[src/rtl/hall_pkg.sv]
// Shared types and helpers for the Hall-sensor front end: sector type,
// code decoding and signed sector distance.
package hall_pkg;

    typedef logic [2:0] sector_t;

    localparam int         SECTORS     = 6;
    localparam logic [2:0] CODE_ILL_LO = 3'b000;
    localparam logic [2:0] CODE_ILL_HI = 3'b111;

    // Sector distances (cur - prev mod 6) that count as a single legal step.
    localparam sector_t DELTA_FWD = 3'd1;
    localparam sector_t DELTA_REV = 3'(SECTORS - 1);

    typedef struct packed {
        logic    legal;
        sector_t sector;
    } hall_dec_t;

    // Tracks what the previous accepted code was, so the next legal code
    // knows whether a direction/skip decision is meaningful.
    typedef enum logic [1:0] {
        ST_NONE  = 2'd0,
        ST_LEGAL = 2'd1,
        ST_FAULT = 2'd2
    } trk_state_e;

    function automatic hall_dec_t hall_decode(input logic [2:0] code);
        hall_dec_t d;
        d.legal  = 1'b1;
        d.sector = '0;
        case (code)
            3'b001:      d.sector = 3'd0;
            3'b011:      d.sector = 3'd1;
            3'b010:      d.sector = 3'd2;
            3'b110:      d.sector = 3'd3;
            3'b100:      d.sector = 3'd4;
            3'b101:      d.sector = 3'd5;
            CODE_ILL_LO: d.legal  = 1'b0;
            CODE_ILL_HI: d.legal  = 1'b0;
            default:     d.legal  = 1'b0;
        endcase
        return d;
    endfunction

    function automatic sector_t sector_delta(input sector_t prev, input sector_t cur);
        logic [3:0] diff;
        diff = {1'b0, cur} + 4'(SECTORS) - {1'b0, prev};
        if (diff >= 4'(SECTORS)) begin
            diff = diff - 4'(SECTORS);
        end
        return diff[2:0];
    endfunction

endpackage

[src/rtl/hall_commutator_if.sv]
// Hall front-end signal bundle: raw sensors in, decoded rotor state out.
// master = sensor/consumer side, slave = the hall_commutator block.
interface hall_commutator_if #(
    parameter int PERIOD_W = 24
);
    import hall_pkg::*;

    logic [2:0]          HS;
    sector_t             sector;
    logic                sector_valid;
    logic                step;
    logic                dir;
    logic                hall_fault;
    logic                skip;
    logic                stall;
    logic [PERIOD_W-1:0] period;
    logic                period_valid;

    modport master (
        output HS,
        input  sector, sector_valid, step, dir, hall_fault, skip, stall,
        input  period, period_valid
    );

    modport slave (
        input  HS,
        output sector, sector_valid, step, dir, hall_fault, skip, stall,
        output period, period_valid
    );

endinterface

[src/rtl/hall_filter.sv]
// Two-flop synchroniser and stability filter for the three Hall inputs;
// emits the accepted code and a one-cycle pulse whenever it changes.
module hall_filter #(
    parameter int FILTER_LEN = 16
) (
    input  logic       clk,
    input  logic       rst,
    input  logic [2:0] i_hs,
    output logic [2:0] o_code,
    output logic       o_accept
);

    localparam int               CNT_W    = $clog2(FILTER_LEN + 1);
    localparam logic [CNT_W-1:0] CNT_MAX  = CNT_W'(FILTER_LEN);
    localparam logic [CNT_W-1:0] CNT_LAST = CNT_W'(FILTER_LEN - 1);

    logic [2:0]       r_sync1;
    logic [2:0]       r_sync2;
    logic [1:0]       r_sync_vld;
    logic [2:0]       r_cand;
    logic [CNT_W-1:0] r_cnt;
    logic [2:0]       r_acc;
    logic             r_acc_none;
    logic             r_accept;

    // r_sync_vld keeps the cleared synchroniser contents from being counted
    // as real samples right after reset.
    always_ff @(posedge clk) begin
        // NOTE: every register here uses <= so all stages sample the
        // pre-edge values; blocking writes would collapse the pipeline.
        if (rst) begin
            r_sync1    <= '0;
            r_sync2    <= '0;
            r_sync_vld <= '0;
            r_cand     <= '0;
            r_cnt      <= '0;
            r_acc      <= '0;
            r_acc_none <= 1'b1;
            r_accept   <= 1'b0;
        end else begin
            r_sync1    <= i_hs;
            r_sync2    <= r_sync1;
            r_sync_vld <= {r_sync_vld[0], 1'b1};
            r_accept   <= 1'b0;
            if (r_sync_vld[1]) begin
                if ((r_sync2 != r_cand) || (r_cnt == '0)) begin
                    r_cand <= r_sync2;
                    r_cnt  <= CNT_W'(1);
                end else if (r_cnt != CNT_MAX) begin
                    r_cnt <= r_cnt + 1'b1;
                    if ((r_cnt == CNT_LAST) && (r_acc_none || (r_cand != r_acc))) begin
                        r_acc      <= r_cand;
                        r_acc_none <= 1'b0;
                        r_accept   <= 1'b1;
                    end
                end
            end
        end
    end

    assign o_code   = r_acc;
    assign o_accept = r_accept;

endmodule

[src/rtl/hall_commutator.sv]
// Hall-sensor front end: filtered code -> sector, direction, fault, skip, stall.
// Define HALL_PERIOD_EN to build the inter-step period measurement.
module hall_commutator
    import hall_pkg::*;
#(
    parameter int FILTER_LEN   = 16,
    parameter int STALL_CYCLES = 2700000,
    parameter int PERIOD_W     = 24
) (
    input  logic             clk,
    input  logic             rst,
    hall_commutator_if.slave bus
);

    localparam int                 STALL_W   = $clog2(STALL_CYCLES + 1);
    localparam logic [STALL_W-1:0] STALL_MAX = STALL_W'(STALL_CYCLES);

    logic [2:0] w_code;
    logic       w_accept;
    hall_dec_t  w_dec;
    sector_t    w_delta;

    trk_state_e r_state;
    trk_state_e w_state_nxt;

    sector_t r_sector;
    logic    r_sector_valid;
    logic    r_step;
    logic    r_dir;
    logic    r_hall_fault;
    logic    r_skip;

    logic    w_step;
    logic    w_skip;
    sector_t w_sector_nxt;
    logic    w_valid_nxt;
    logic    w_dir_nxt;
    logic    w_fault_nxt;

    logic [STALL_W-1:0] r_stall_cnt;
    logic [STALL_W-1:0] w_stall_cnt_nxt;
    logic               r_stall;

    hall_filter #(
        .FILTER_LEN(FILTER_LEN)
    ) u_filter (
        .clk      (clk),
        .rst      (rst),
        .i_hs     (bus.HS),
        .o_code   (w_code),
        .o_accept (w_accept)
    );

    assign w_dec   = hall_decode(w_code);
    assign w_delta = sector_delta(r_sector, w_dec.sector);

    always_ff @(posedge clk) begin
        if (rst) begin
            r_state <= ST_NONE;
        end else begin
            r_state <= w_state_nxt;
        end
    end

    always_comb begin
        w_state_nxt = r_state;
        if (w_accept) begin
            w_state_nxt = w_dec.legal ? ST_LEGAL : ST_FAULT;
        end
    end

    // Direction and skip are only judged when the previous accepted code was
    // legal; the first legal code after reset or a fault just establishes one.
    always_comb begin
        // NOTE: every output gets a default first so no path leaves it
        // unassigned, which would otherwise infer a latch.
        w_step       = 1'b0;
        w_skip       = 1'b0;
        w_sector_nxt = r_sector;
        w_valid_nxt  = r_sector_valid;
        w_dir_nxt    = r_dir;
        w_fault_nxt  = r_hall_fault;
        if (w_accept) begin
            if (!w_dec.legal) begin
                w_fault_nxt = 1'b1;
                w_valid_nxt = 1'b0;
            end else begin
                w_step       = 1'b1;
                w_sector_nxt = w_dec.sector;
                w_valid_nxt  = 1'b1;
                w_fault_nxt  = 1'b0;
                if (r_state == ST_LEGAL) begin
                    if (w_delta == DELTA_FWD) begin
                        w_dir_nxt = 1'b1;
                    end else if (w_delta == DELTA_REV) begin
                        w_dir_nxt = 1'b0;
                    end else begin
                        w_skip = 1'b1;
                    end
                end
            end
        end
    end

    always_ff @(posedge clk) begin
        if (rst) begin
            r_sector       <= '0;
            r_sector_valid <= 1'b0;
            r_step         <= 1'b0;
            r_dir          <= 1'b1;
            r_hall_fault   <= 1'b0;
            r_skip         <= 1'b0;
        end else begin
            r_sector       <= w_sector_nxt;
            r_sector_valid <= w_valid_nxt;
            r_step         <= w_step;
            r_dir          <= w_dir_nxt;
            r_hall_fault   <= w_fault_nxt;
            r_skip         <= w_skip;
        end
    end

    always_comb begin
        w_stall_cnt_nxt = r_stall_cnt;
        if (r_stall_cnt != STALL_MAX) begin
            w_stall_cnt_nxt = r_stall_cnt + 1'b1;
        end
    end

    // A step in the same cycle as the threshold wins, so stall stays low.
    always_ff @(posedge clk) begin
        if (rst) begin
            r_stall_cnt <= '0;
            r_stall     <= 1'b0;
        end else if (w_step) begin
            r_stall_cnt <= '0;
            r_stall     <= 1'b0;
        end else begin
            r_stall_cnt <= w_stall_cnt_nxt;
            r_stall     <= (w_stall_cnt_nxt == STALL_MAX);
        end
    end

`ifdef HALL_PERIOD_EN
    logic [PERIOD_W-1:0] r_per_cnt;
    logic                r_ref_vld;
    logic [PERIOD_W-1:0] r_period;
    logic                r_period_valid;
    logic                w_ref_drop;

    // A fault or a stall makes the running count meaningless as a period.
    assign w_ref_drop = (w_accept && !w_dec.legal) || r_stall;

    always_ff @(posedge clk) begin
        if (rst) begin
            r_per_cnt      <= '0;
            r_ref_vld      <= 1'b0;
            r_period       <= '0;
            r_period_valid <= 1'b0;
        end else begin
            r_period_valid <= 1'b0;
            if (w_step) begin
                r_per_cnt <= PERIOD_W'(1);
                r_ref_vld <= 1'b1;
                if (r_ref_vld && !r_stall) begin
                    r_period       <= r_per_cnt;
                    r_period_valid <= 1'b1;
                end
            end else begin
                if (r_per_cnt != {PERIOD_W{1'b1}}) begin
                    r_per_cnt <= r_per_cnt + 1'b1;
                end
                if (w_ref_drop) begin
                    r_ref_vld <= 1'b0;
                end
            end
        end
    end

    assign bus.period       = r_period;
    assign bus.period_valid = r_period_valid;
`else
    assign bus.period       = {PERIOD_W{1'b0}};
    assign bus.period_valid = 1'b0;
`endif

    assign bus.sector       = r_sector;
    assign bus.sector_valid = r_sector_valid;
    assign bus.step         = r_step;
    assign bus.dir          = r_dir;
    assign bus.hall_fault   = r_hall_fault;
    assign bus.skip         = r_skip;
    assign bus.stall        = r_stall;

endmodule

[src/flat_wrapper.sv]
// flat-port wrapper written by rule: the top's interface ports become plain ports
module hall_commutator_flat import hall_pkg::*;
#(
    parameter int FILTER_LEN   = 16,
    parameter int STALL_CYCLES = 2700000,
    parameter int PERIOD_W     = 24
)
  (clk, rst, bus_HS, bus_sector, bus_sector_valid, bus_step, bus_dir, bus_hall_fault, bus_skip, bus_stall, bus_period, bus_period_valid);
  hall_commutator_if #(.PERIOD_W(PERIOD_W)) bus_i ();
  input  logic clk;
  input  logic rst;
  input wire logic [$bits(bus_i.HS)-1:0] bus_HS;
  output wire logic [$bits(bus_i.sector)-1:0] bus_sector;
  output wire logic [$bits(bus_i.sector_valid)-1:0] bus_sector_valid;
  output wire logic [$bits(bus_i.step)-1:0] bus_step;
  output wire logic [$bits(bus_i.dir)-1:0] bus_dir;
  output wire logic [$bits(bus_i.hall_fault)-1:0] bus_hall_fault;
  output wire logic [$bits(bus_i.skip)-1:0] bus_skip;
  output wire logic [$bits(bus_i.stall)-1:0] bus_stall;
  output wire logic [$bits(bus_i.period)-1:0] bus_period;
  output wire logic [$bits(bus_i.period_valid)-1:0] bus_period_valid;
  assign bus_i.HS = bus_HS;
  assign bus_sector = bus_i.sector;
  assign bus_sector_valid = bus_i.sector_valid;
  assign bus_step = bus_i.step;
  assign bus_dir = bus_i.dir;
  assign bus_hall_fault = bus_i.hall_fault;
  assign bus_skip = bus_i.skip;
  assign bus_stall = bus_i.stall;
  assign bus_period = bus_i.period;
  assign bus_period_valid = bus_i.period_valid;
  hall_commutator #(.FILTER_LEN(FILTER_LEN), .STALL_CYCLES(STALL_CYCLES), .PERIOD_W(PERIOD_W)) u_core (.clk(clk), .rst(rst), .bus(bus_i));
endmodule
[config.mk]
export PLATFORM = sky130hd
export DESIGN_NAME = hall_commutator_flat
export DESIGN_NICKNAME = d
export VERILOG_FILES = /design/src/rtl/hall_pkg.sv /design/src/rtl/hall_commutator_if.sv /design/src/rtl/hall_filter.sv /design/src/rtl/hall_commutator.sv /design/src/flat_wrapper.sv
export SDC_FILE = /design/constraint.sdc
export NUM_CORES = 1
export LEC_CHECK = 0
export CORE_ASPECT_RATIO = 0.8
export CORE_MARGIN = 4
export CORE_UTILIZATION = 48
export DETAILED_ROUTE_END_ITERATION = 8
export MAX_ROUTING_LAYER = met4
export PLACE_DENSITY = 0.83
export SYNTH_ARGS = -nofsm -noshare
export SYNTH_HDL_FRONTEND = slang
export SYNTH_SLANG_ARGS = --single-unit
[constraint.sdc]
create_clock -name clk -period 3.21 [get_ports clk]
set_clock_uncertainty 0.15 [all_clocks]
set_input_delay 0.8025 -clock clk [delete_from_list [all_inputs] [get_ports clk]]
set_output_delay 0.8025 -clock clk [all_outputs]
set_load 0.03 [all_outputs]
-- After elaboration in Yosys (flattened, before gate mapping)
Cells that the tools add are included.
- word-level logic and storage cells: 75
- register bits: 54
- input port bits: 5
- output and inout port bits: 34
- reductions and logical operators: 16
- add/sub/neg operators: 5
- bitwise gates (word level): 6
- magnitude comparators: 1
- eq/ne operators: 15
- mux-type cells: 14
- operators by type and width (operator ; count):
    22-bit by 1-bit adder with 22-bit output, second input constant ; 1
    22-bit == test, second input constant ; 1
    22-bit 2-to-1 mux ; 1
    22-bit inequality test, second input constant ; 1
    3-bit == test, second input constant ; 5
    3-bit case mux with 5 select lines ; 1
    5-bit 2-to-1 mux ; 2
    1-bit 2-to-1 mux ; 8
    4-bit AND reduction ; 2
    3-bit by 2-bit == test with 1-bit output, second input constant ; 2
    3-bit inequality test ; 2
    1-bit NOT ; 6
    2-bit AND reduction ; 3
    6-bit OR reduction ; 1
    5-bit by 1-bit adder with 5-bit output, second input constant ; 1
    5-bit by 4-bit == test with 1-bit output, second input constant ; 1
    5-bit zero test ; 1
    5-bit inequality test, second input constant ; 1
    3-bit by 3-bit adder with 4-bit output, second input constant ; 1
    4-bit by 3-bit greater-or-equal comparator with 1-bit output, second input constant ; 1
    2-bit nonzero test ; 2
    2-bit OR reduction ; 2
    4-bit OR reduction ; 1
    4-bit by 3-bit subtractor with 4-bit output ; 1
    other kinds (8) ; 9

-- Longest topological paths before layout
Gate-level depths: netlist of run 1.
- depth after elaboration: 9
- mapped depth: 11
- depth with buffers taken out: 11

-- Modules after synthesis
Synthesis of run 1 repeated with hierarchy kept, for this count alone.
- cell total of the unflattened synthesis: 322
- area total of the unflattened synthesis: 2820.2 um^2
- by module, submodules not included (module ; cells an instance ; times used ; area each (um^2) ; sequential area each (um^2)):
    hall_commutator ; 231 ; 1 ; 1928.1 ; 620.6
    hall_filter ; 91 ; 1 ; 892.1 ; 420.4

-- Worst setup path after synthesis of run 1
Ideal clock, no wire load.
- path type: register to register
- from: reg u_core.u_filter.r_acc[0], in the netlist u_core.u_filter.o_code[0]
- to: reg u_core.r_dir, in the netlist u_core.bus.dir
- period minus slack after synthesis: 2.656 ns
- slack: 0.554 ns
- library setup time: 0.128 ns
- data required time: 2.932 ns
- cell stages (with the launch flop): 12
- path buffers: 0
- data arrival time: 2.378 ns
- path through: dfxtp_1 nand2b_1 a31o_2 ha_1 inv_1 ha_1 fa_1 xnor2_1 mux2i_1 or4_1 nand2_1 o211ai_1
- word-level cells in the longest chain between the ends: 9
- elaborated cells on any way between the ends: 20
- those cells by class: add/sub (3); order compare (1); eq/ne (8); mux (3); bitwise (1); reduce/logical (4)
- RTL lines (element ; line ; text):
    start: declaration ; hall_filter.sv:22 ; logic [2:0] r_acc;
    start signal: assignment ; hall_filter.sv:52 ; r_acc <= r_cand;
    3-bit == test / 3-bit by 2-bit == test with 1-bit output (equally long branches) ; hall_pkg.sv:32 ; case (code)
    3-bit case mux with 5 select lines ; hall_pkg.sv:32 ;
    3-bit by 3-bit adder with 4-bit output ; hall_pkg.sv:48 ; diff = {1'b0, cur} + 4'(SECTORS) - {1'b0, prev};
    4-bit by 3-bit subtractor with 4-bit output ; hall_pkg.sv:48 ;
    4-bit by 3-bit greater-or-equal comparator with 1-bit output / 3-bit subtractor (equally long branches) ; hall_pkg.sv:49, hall_pkg.sv:50 ;
    3-bit 2-to-1 mux ; hall_pkg.sv:49 ; if (diff >= 4'(SECTORS)) begin
    3-bit == test / 3-bit by 1-bit == test with 1-bit output (equally long branches) ; hall_commutator.sv:95, hall_commutator.sv:93 ;
    2-bit nonzero test (no source line) ; n/a ;
    4-bit AND reduction (no source line) ; n/a ;
    end signal: assignment ; hall_commutator.sv:117 ; r_dir <= w_dir_nxt;
    end: declaration ; hall_commutator.sv:29 ; logic r_dir;
Parallel ways exist; a longest one is shown, timed or not.
A chain may end at the register's enable or synchronous reset.

-- Final worst setup path of run 1
Ends and elaborated chain as after synthesis.

==> results of run 1 <==
## cells in the final DEF, fill, tap and decap left out, types with 4 or more instances in the layout
master,n
a21oi_1,8
and3_1,5
clkbuf_8,5
clkdlybuf4s50_1,13
conb_1,25
dfxtp_1,52
ha_1,9
inv_1,13
mux2i_1,9
nand2_1,18
nand2b_1,8
nand3_1,8
nand4_1,7
nor2_1,49
nor2b_1,8
nor3_1,8
o21ai_0,4
xnor2_1,13
xor2_1,18
## layer usage
layer,vias to the layer above,track usage (%),share of wire (%)
li1,1024,-,-
met5,-,-,0
met3,2,3.65,6.0
met4,0,4.25,0.55
met1,947,20.1,47
met2,68,23.6,46
## registers in the layout, summed over array words and instances (netlist names)
| signal | flops |
|---|---|
| u_core.u_filter.r_acc_none | 1 |
| u_core.bus.hall_fault | 1 |
| u_core.bus.skip | 1 |
| u_core.r_state | 1 |
| u_core.bus.sector | 3 |
| u_core.u_filter.r_sync1 | 3 |
| u_core.bus.dir | 1 |
| u_core.u_filter.o_code | 3 |
| u_core.u_filter.r_cand | 3 |
| u_core.bus.stall | 1 |
| u_core.r_stall_cnt | 22 |
| u_core.bus.step | 1 |
| u_core.u_filter.r_cnt | 5 |
| u_core.u_filter.r_sync2 | 3 |
| u_core.u_filter.o_accept | 1 |
| u_core.u_filter.r_sync_vld | 2 |
## critical path: cells and delay by family, from the launching register on
kind / cells / cell delay (ps)
multiplexers: 1 / 130
adder cells (fa/ha/maj): 3 / 690
buffers and inverters: 1 / 40
AND/OR/NAND/NOR: 3 / 810
flip-flops: 1 / 460
XOR/XNOR: 1 / 240
AO/OA/AOI/OAI: 2 / 270
## cell families (layout without fill, tap and decap cells)
| logic type | after synthesis | in the layout |
|---|---|---|
| xor+xnor | 31 | 31 |
| other cells | 1 | 25 |
| compound gates | 22 | 22 |
| buf+inv | 48 | 37 |
| flops | 52 | 52 |
| fa+ha+maj | 10 | 10 |
| simple gates | 139 | 139 |
| mux | 11 | 11 |
## worst paths after layout
| kind | start | endpoint | slack, ps |
|---|---|---|---|
| max | u_core.u_filter.o_code[0] | u_core.bus.dir | 310 |
| min | u_core.u_filter.r_sync1[1] | u_core.u_filter.r_sync2[1] | 300 |
| max reg2reg | u_core.u_filter.o_code[0] | u_core.bus.dir | 310 |
| min reg2reg | u_core.u_filter.r_sync1[1] | u_core.u_filter.r_sync2[1] | 300 |
## through the flow
step / hold slack, ps / util, % / area [um2] / setup slack, ps / cells
2_1_floorplan: 264 / - / 2880 / 554 / 338
3_3_place_gp: 269 / 52.0 / 2880 / 483 / 397
3_5_place_dp: 276 / 52.0 / 2880 / 288 / 397
4_1_cts: 301 / 54.2 / 2990 / 289 / 405
5_1_grt: 325 / 54.2 / 2990 / 97.1 / 405
6_report: 298 / 54.2 / 2990 / 306 / 405
## power by group
group	internal [mW]	switching (mW)
logic	0.0217	0.0644
clock network	0.241	0.231
registers	0.654	0.0105
## area by class of cell
type / instances / area, um2 / area share, %
sequential: 52 / 1040 / 34.8
timing repair buffer: 15 / 145 / 4.85
clock inverter: 3 / 50.0 / 1.67
clock buffer: 5 / 68.8 / 2.30
multi-input combinational: 238 / 1530 / 50.9
inverter: 14 / 66.3 / 2.21
tap: 78 / 97.6 / 3.26
==> reports/metrics.yaml, run 1 <==
worst_setup_path:
  cpMaxStageDelayCell: "or4_1"
  ff2ff_path_depth: 11
  crit_fanout: 7
  arrival_ps: 2950
  critPathKind: "reg2reg"
  cp_cell_sequence: "nand2b_1 -> a31o_2 -> ha_1 -> inv_1 -> ha_1 -> fa_1 -> xnor2_1 -> mux2i_1 -> or4_1 -> nand2_1 -> o211ai_1"
  path_common_cell: "ha_1"
  cp-end-kind: "register"
  worst_setup_path_start_kind: "register"
  max_stage_delay_ps: 510
  cp_data_required_time_ps: 3250
logic_synthesis:
  synth_commonest_cells: "dfxtp_1, nor2_1, buf_4"
  synthFlopType: "dfxtp_1"
  syn-instance-count: 314
  yosys.area_share.simple_pct: 27.5
  synth_top_family_by_area: "simple AND/OR/NAND/NOR gates"
  synth_most_common_cell: "dfxtp_1"
  synth-compound-area-share_pct: 5.30
  yosysTopAreaCell: "dfxtp_1"
  ys.warnings.count: 0
  synthMuxAreaShare_pct: 4.04
  synth_cell_types: 53
  synth_xor_area_share_pct: 9.74
  syn_area_um2: 2790
  ys_seq_area_share_pct: 37.4
  synth_area_leaders: "dfxtp_1, buf_4, nor2_1"
  synth-edff-count: 0
  ys_ff_latch: 52
  async_reset_ff_share_pct: 0
  syn_area_per_cell_um2: 8.87
  synth_fa_ha_area_share_pct: 4.76
  yosysTopAreaCellShare_pct: 37.4
finish:
  antenna_cells: 0
  area_delta_synth_final_pct: 7.45
  layout.nets: 341
  drive_gt1_share_pct: 9.17
  fill_cells: 501
power:
  peakVddDrop_v: 0.000194
  p_per_area_nw_per_um2: 408
  power_mw: 1.22
  leakage_nw: 1.24
timing:
  rsz0062_at_grt: "false"
  period_share_pct: 90.5
  fmax_ghz: 0.344
  period_needed_ps: 2900
  slew_viol_final: 0
  tightest_slew_ps: 502
  setup_viol: 0
  timing.setup.tns_ps: 0
  hold_viol_final: 0
  maxSlewHeadroom_pct: 66.3
clocking:
  h-tree-depth: 2
  cts_hold_buf: 0
  clock_sinks: 52
  cts_tree: "yes"
  cts_setup_buffers: 0
  post_cts.resized_instances: 0
  clkSlewWorstSetupHoldPaths_ps: 100
  cts-buffers-inserted: 5
  clk_latency_ps: 310
  clock_path_buffers: 2
  cts_root_buf: "clkbuf_8"
global_routing:
  grt_max_degree: 26
  grt_pass1_vias: 1973
  antenna_found_initial: 0
  grtUsageTotal_pct: 15.3
  gr-total-overflow: 0
  grt_pass1_wl_mm: 8.84
flow_run:
  cap_violations: 0
outcome:
  status: "completed"
routing:
  drtIter0Drc: 179
  viasPerCell: 5.04
  antenna_left: 0
  remaining_drc_errors: 0
  wl_per_cell_um: 12.1
  dr.pass1.iters: 4
  wl_mm: 4.92
  num_vias: 2041
floorplanning:
  core_area_um2: 5530
  start_util_pct: 50.4
  fp.dieH_um: 76.1
  die_x_um: 93.2
  row_count: 24
  dieArea_um2: 7100
  ioPinCount: 39
worst_hold_path:
  whs_path_depth: 1
  min_path_type: "reg2reg"
place:
  place_congestion: 0.833
  portBuffers: 13
  hpwl_mm: 3.64
Note: power is estimated with default switching activity, not from simulation.
==> run 2: changes to the inputs <==
--- a/config.mk
+++ b/config.mk
@@ -11,6 +11,8 @@
 export DETAILED_ROUTE_END_ITERATION = 8
 export MAX_ROUTING_LAYER = met4
 export PLACE_DENSITY = 0.83
+export SLEW_MARGIN = 30
 export SYNTH_ARGS = -nofsm -noshare
 export SYNTH_HDL_FRONTEND = slang
+export SYNTH_HIERARCHICAL = 1
 export SYNTH_SLANG_ARGS = --single-unit
==> run 2 against run 1 <==
Final area is 1.7% higher. Sequential power hardly changed. Utilization is 0.31 points higher. Register-to-register slack hardly changed. Total power is 0.57% higher. Clock power is 1% lower. Routed wire length is 11% higher. Clock-buffer cell count is 1 higher. Die area is 1.1% higher. Final cell count is 2.0% higher.
==> reports/metrics.yaml, run 2 <==
routing:
  drtIter0Drc: 107  # was 179
  remaining_drc_errors: 0  # unchanged
  num_vias: 2175  # was 2041
  dr.pass1.iters: 4  # unchanged
  wl_per_cell_um: 13.2  # was 12.1 um
  wl_mm: 5.47  # was 4.92 mm
  viasPerCell: 5.27  # was 5.04
  antenna_left: 0  # unchanged
timing:
  slew_viol_final: 0  # unchanged
  timing.setup.tns_ps: 0  # unchanged
  period_share_pct: 90.6  # was 90.5%
  maxSlewHeadroom_pct: 56.8  # was 66.3%
  setup_viol: 0  # unchanged
  fmax_ghz: 0.344  # about the same
  rsz0062_at_grt: "false"  # unchanged
  hold_viol_final: 0  # unchanged
  whs_ps: 290  # was 298 ps
  tightest_slew_ps: 639  # was 502 ps
  timing.final.ws_setup_ps: 301  # was 306 ps
  period_needed_ps: 2910  # was 2900 ps
worst_setup_path:
  cp_data_required_time_ps: 3260  # was 3250 ps
  arrival_ps: 2960  # was 2950 ps
  cp-end-kind: "register"  # unchanged
  worst_setup_path_start_kind: "register"  # unchanged
  crit_fanout: 7  # unchanged
  critPathKind: "reg2reg"  # unchanged
power:
  power_mw: 1.23  # was 1.22 mW
  p_per_area_nw_per_um2: 404  # was 408 nW/um2
  peakVddDrop_v: 0.000219  # was 0.000194 V
  leakage_nw: 1.15  # was 1.24 nW
logic_synthesis:
  async_reset_ff_share_pct: 0  # unchanged
  syn-instance-count: 322  # was 314
  synth_xor_area_share_pct: 8.70  # was 9.74%
  synthFlopType: "dfxtp_1"  # unchanged
  synth_commonest_cells: "dfxtp_1, nor2_1, buf_4"  # unchanged
  ys.warnings.count: 6  # was 0
  synth_fa_ha_area_share_pct: 4.70  # was 4.76%
  synth_area_leaders: "dfxtp_1, buf_4, nor2_1"  # unchanged
  synth-compound-area-share_pct: 8.74  # was 5.30%
  syn_area_um2: 2820  # was 2790 um2
  yosysTopAreaCellShare_pct: 36.9  # was 37.4%
  ys_ff_latch: 52  # unchanged
  synth_most_common_cell: "dfxtp_1"  # unchanged
  synth-edff-count: 0  # unchanged
  yosysTopAreaCell: "dfxtp_1"  # unchanged
  ys_seq_area_share_pct: 36.9  # was 37.4%
  syn_area_per_cell_um2: 8.76  # was 8.87 um2
  synth_cell_types: 53  # unchanged
  synth_top_family_by_area: "simple AND/OR/NAND/NOR gates"  # unchanged
  synthMuxAreaShare_pct: 2.84  # was 4.04%
  yosys.area_share.simple_pct: 27.2  # was 27.5%
floorplanning:
  start_util_pct: 50.5  # was 50.4%
  fp.dieH_um: 76.6  # was 76.1 um
  core_area_um2: 5590  # was 5530 um2
  die_x_um: 93.7  # was 93.2 um
  ioPinCount: 39  # unchanged
  dieArea_um2: 7170  # was 7100 um2
  row_count: 24  # unchanged
global_routing:
  grt_pass1_wl_mm: 9.45  # was 8.84 mm
  grt_pass1_vias: 2016  # was 1973
  antenna_found_initial: 0  # unchanged
  gr-total-overflow: 0  # unchanged
  grtUsageTotal_pct: 16.3  # was 15.3%
  grt_max_degree: 25  # was 26
finish:
  layout.nets: 349  # was 341
  regMostFlops: "u_core/r_stall_cnt"  # was u_core.r_stall_cnt
  antenna_cells: 0  # unchanged
  drive_gt1_share_pct: 8.06  # was 9.17%
  biggestRegsByFlops: "u_core/r_stall_cnt (22), u_core/u_filter/r_cnt (5)"  # was u_core.r_stall_cnt (22), u_core.u_filter.r_cnt (5)
  final_cell_mix: "dfxtp_1, nor2_1, conb_1, xor2_1, nand2_1"  # was dfxtp_1, nor2_1, conb_1, nand2_1, xor2_1
  fin_util_pct: 54.5  # was 54.2%
  final_common_cell: "dfxtp_1"  # unchanged
  area_delta_synth_final_pct: 7.94  # was 7.45%
  largest_register_ffs: 22  # unchanged
clocking:
  clock_path_buffers: 2  # unchanged
  cts_root_buf: "clkbuf_8"  # unchanged
  clock_sinks: 52  # unchanged
  post_cts.resized_instances: 0  # unchanged
  cts_hold_buf: 0  # unchanged
  h-tree-depth: 2  # unchanged
  cts-buffers-inserted: 5  # unchanged
  clkSlewWorstSetupHoldPaths_ps: 100  # about the same
  clk_latency_ps: 300  # was 310 ps
  cts_tree: "yes"  # unchanged
  cts_setup_buffers: 0  # unchanged
place:
  pre_cts_ws_ps: 307  # was 288 ps
  portBuffers: 13  # unchanged
  hpwl_mm: 3.99  # was 3.64 mm
  place_congestion: 0.882  # was 0.833
worst_hold_path:
  min_path_type: "reg2reg"  # unchanged
outcome:
  status: "completed"  # unchanged
flow_run:
  cap_violations: 0  # unchanged
==> run 2: cell count changes after synthesis, moves of 3 or more <==
cell	delta
nor2_1	-6
nand3_1	+4
o41ai_1	+4
a31o_2	+3
buf_2	+3
nand2b_1	+3
nand4bb_1	+3
nor4_2	+3
or3_1	+3
xnor2_1	-3
==> run 2: area by class of cell <==
type                    instances  area (um2)
clock buffers                   6        82.6
fillers                       521        2540
inverters                      16        60.1
multi-input cells             242        1560
flip-flops and latches         52        1040
clock inverters                 2        38.8
repair buffers                 17         160
well taps                      78        97.6
==> run 2: critical path, cell delays in order (launching register included) <==
cell and delay [ps]:
dfxtp_1 460, nand2b_1 180, a31o_2 180, ha_1 130, inv_1 40, ha_1 180
fa_1 380, xnor2_1 230, mux2i_1 110, or4_1 450, a211o_1 310
==> run 2: routing by layer <==
| metal | up-vias | wire [um] | track usage [%] |
|---|---|---|---|
| met5 | - | 0 | - |
| met4 | 0 | 44 | 3.75 |
| met3 | 5 | 293 | 3.06 |
| met2 | 62 | 2530 | 24.3 |
| met1 | 1024 | 2600 | 22.7 |
| li1 | 1084 | - | - |
==> run 2: logic make-up after synthesis <==
| logic type | after synthesis |
|---|---|
| mux | 8 |
| other cells | 1 |
| simple gates | 137 |
| compound gates | 34 |
| flops | 52 |
| buf+inv | 52 |
| xor+xnor | 28 |
| fa+ha+maj | 10 |
==> run 2: path summary, 6_finish.rpt <==
check                                  start                          to  slack, ps  cells after the start
setup reg to reg   u_core/u_filter/o_code[0]              u_core/bus.dir        300                     10
setup / recovery   u_core/u_filter/o_code[0]              u_core/bus.dir        300                     10
hold / removal    u_core/u_filter/r_sync1[2]  u_core/u_filter/r_sync2[2]        290                      1
hold reg to reg   u_core/u_filter/r_sync1[2]  u_core/u_filter/r_sync2[2]        290                      1
==> run 2: power breakdown <==
part	switching (mW)	internal, mW
logic	0.0737	0.0244
clock network	0.211	0.255
registers	0.0110	0.654
==> run 2: metrics by stage <==
step                      instance area [um2]  std cells
after floorplan                          2910        346
after global placement                   2920        405
after detailed placement                 2920        405
after CTS                                3040        413
after global routing                     3040        413
final                                    3040        413
==> run 3: changes to the inputs <==
--- a/config.mk
+++ b/config.mk
@@ -7,12 +7,13 @@
 export LEC_CHECK = 0
 export CORE_ASPECT_RATIO = 0.8
 export CORE_MARGIN = 4
-export CORE_UTILIZATION = 48
+export CORE_UTILIZATION = 55
 export DETAILED_ROUTE_END_ITERATION = 8
 export MAX_ROUTING_LAYER = met4
-export PLACE_DENSITY = 0.83
+export PLACE_DENSITY = 0.92
 export SLEW_MARGIN = 30
 export SYNTH_ARGS = -nofsm -noshare
 export SYNTH_HDL_FRONTEND = slang
 export SYNTH_HIERARCHICAL = 1
 export SYNTH_SLANG_ARGS = --single-unit
+export TNS_END_PERCENT = 20
==> run 3 against run 2 <==
Worst hold slack about the same. Non-clock buffer count unchanged. Clock-buffer cell count increased by 1. Global-route usage increased by 0.98 points. Largest power group unchanged. Combinational power decreased by 1%. Critical path type unchanged.
==> reports/metrics.yaml, run 3 (same netlist as run 2, synthesis figures left out) <==
timing:
  timing.setup.tns_ps: 0  # unchanged
  setup_viol: 0  # unchanged
  slew_viol_final: 0  # unchanged
  fmax_ghz: 0.342  # was 0.344 GHz
  hold_viol_final: 0  # unchanged
  tightest_slew_ps: 663  # was 639 ps
  period_needed_ps: 2920  # was 2910 ps
  rsz0062_at_grt: "false"  # unchanged
  period_share_pct: 91.0  # was 90.6%
  maxSlewHeadroom_pct: 55.2  # was 56.8%
worst_setup_path:
  arrival_ps: 2970  # was 2960 ps
  cp_data_required_time_ps: 3260  # about the same
  regToRegStartpoint: "u_core/u_filter/o_code[0]"  # unchanged
  worst_setup_path_start_kind: "register"  # unchanged
  crit_cells: 10  # unchanged
  ff2ff_path_depth: 10  # unchanged
  r2r-end: "u_core/bus.dir"  # unchanged
  crit_fanout: 7  # unchanged
  cpLargestDelayFamily: "adder cells"  # unchanged
  cpMaxStageDelayCell: "dfxtp_1"  # unchanged
  cp-end-kind: "register"  # unchanged
  critPathKind: "reg2reg"  # unchanged
  crit_end: "u_core/bus.dir"  # unchanged
  crit_buf_inv: 1  # unchanged
  r2r_setup_slack_ps: 290  # was 300 ps
  path_common_cell: "ha_1"  # unchanged
  worstSetupStartpoint: "u_core/u_filter/o_code[0]"  # unchanged
  max_stage_delay_ps: 440  # was 460 ps
  cp_cell_sequence: "nand2b_1 -> a31o_2 -> ha_1 -> inv_1 -> ha_1 -> fa_1 -> xnor2_1 -> mux2i_1 -> or4_1 -> a211o_1"  # unchanged
finish:
  final_cell_mix: "dfxtp_1, nor2_1, conb_1, xor2_1, nand2_1"  # unchanged
  biggestRegsByFlops: "u_core/r_stall_cnt (22), u_core/u_filter/r_cnt (5)"  # unchanged
  fill_cells: 423  # was 521
  area_delta_synth_final_pct: 6.26  # was 7.94%
  largest_register_ffs: 22  # unchanged
  regMostFlops: "u_core/r_stall_cnt"  # unchanged
  drive_gt1_share_pct: 7.76  # was 8.06%
  fin_util_pct: 60.2  # was 54.5%
  layout.nets: 349  # unchanged
  antenna_cells: 0  # unchanged
  final_common_cell: "dfxtp_1"  # unchanged
global_routing:
  grtUsageTotal_pct: 17.2  # was 16.3%
  grt_pass1_wl_mm: 8.63  # was 9.45 mm
  grt_pass1_vias: 1957  # was 2016
  gr-total-overflow: 0  # unchanged
  antenna_found_initial: 0  # unchanged
  grt_max_degree: 25  # unchanged
routing:
  remaining_drc_errors: 0  # unchanged
  wl_per_cell_um: 13.2  # about the same
  antenna_left: 0  # unchanged
  drtIter0Drc: 166  # was 107
  dr.pass1.iters: 4  # unchanged
  viasPerCell: 5.55  # was 5.27
  wl_mm: 5.25  # was 5.47 mm
  num_vias: 2202  # was 2175
clocking:
  clkSlewWorstSetupHoldPaths_ps: 90  # was 100 ps
  clk_latency_ps: 300  # about the same
  cts_tree: "yes"  # unchanged
  cts-buffers-inserted: 5  # unchanged
  cts_setup_buffers: 0  # unchanged
  cts_root_buf: "clkbuf_8"  # unchanged
  clock_path_buffers: 2  # unchanged
  post_cts.resized_instances: 0  # unchanged
  cts_hold_buf: 0  # unchanged
  h-tree-depth: 2  # unchanged
  clock_sinks: 52  # unchanged
floorplanning:
  dieArea_um2: 6340  # was 7170 um2
  start_util_pct: 56.6  # was 50.5%
  die_x_um: 88.1  # was 93.7 um
  ioPinCount: 39  # unchanged
  fp.dieH_um: 72.0  # was 76.6 um
  row_count: 23  # was 24
  core_area_um2: 4980  # was 5590 um2
outcome:
  status: "completed"  # unchanged
worst_hold_path:
  min_path_type: "reg2reg"  # unchanged
place:
  hpwl_mm: 3.87  # was 3.99 mm
  portBuffers: 13  # unchanged
  place_congestion: 0.900  # was 0.882
power:
  p_per_area_nw_per_um2: 380  # was 404 nW/um2
  peakVddDrop_v: 0.000266  # was 0.000219 V
  leakage_nw: 1.14  # was 1.15 nW
flow_run:
  cap_violations: 0  # unchanged
[run 3: cell count changes in the layout (fill, tap and decap cells not counted)]
cell / delta
bufinv_16: -1
clkbuf_1: +1
clkinv_4: -1
clkinvlp_4: +1
[run 3: worst min path at each step]
stage,startpoint,cells after the start,endpoint
floorplan,u_core/u_filter/r_sync1[0],1,u_core/u_filter/r_sync2[0]
global placement,u_core/u_filter/r_sync_vld[0],1,u_core/u_filter/r_sync_vld[1]
detailed placement,u_core/u_filter/r_sync_vld[0],1,u_core/u_filter/r_sync_vld[1]
CTS,u_core/u_filter/r_sync_vld[0],1,u_core/u_filter/r_sync_vld[1]
global route,u_core/u_filter/r_sync_vld[0],1,u_core/u_filter/r_sync_vld[1]
finish,u_core/u_filter/r_sync_vld[0],1,u_core/u_filter/r_sync_vld[1]
[run 3: layout make-up]
| class | instances | area (um2) | share of cell area, % |
|---|---|---|---|
| Multi-Input combinational cell | 242 | 1560 | 52.2 |
| Inverter | 16 | 60.1 | 2.00 |
| Clock inverter | 1 | 7.51 | 0.251 |
| Timing Repair Buffer | 17 | 160 | 5.34 |
| Sequential cell | 52 | 1040 | 34.7 |
| Clock buffer | 7 | 86.3 | 2.88 |
| Tap cell | 62 | 77.6 | 2.59 |
[run 3: worst reg2reg max path: cells and delay by family, from the launching register on]
family / cells / cell delay, ps
compound gates: 2 / 480
xor+xnor: 1 / 250
fa+ha+maj: 3 / 710
buf+inv: 1 / 40
flops: 1 / 440
mux: 1 / 140
simple gates: 2 / 620
[run 3: report_power, final]
group / total [mW] / internal (mW) / switching (mW)
Combinational: 0.0971 / 0.0242 / 0.0729
Clock: 0.377 / 0.175 / 0.202
Sequential: 0.665 / 0.654 / 0.0114
Total: 1.14 / 0.854 / 0.286
[run 3: through the flow]
stage	cell area (um2)	cells	power [mW]	hold WS [ps]	setup WS, ps
final	3000	397	1.14	290	287
after global routing	3000	397	1.19	321	171
after CTS	3000	397	1.15	291	315
after detailed placement	2900	389	0.776	270	309
after global placement	2900	389	0.774	266	442
after floorplan	2910	346	0.783	264	512
[run 3: metal layers]
metal / vias up / global-route usage (%) / part of all wire (%)
met1: 1035 / 23.3 / 48
met5: - / - / 0
met4: 0 / 5.54 / 1.2
met2: 80 / 25.9 / 44
met3: 6 / 3.63 / 7.0
li1: 1081 / - / -
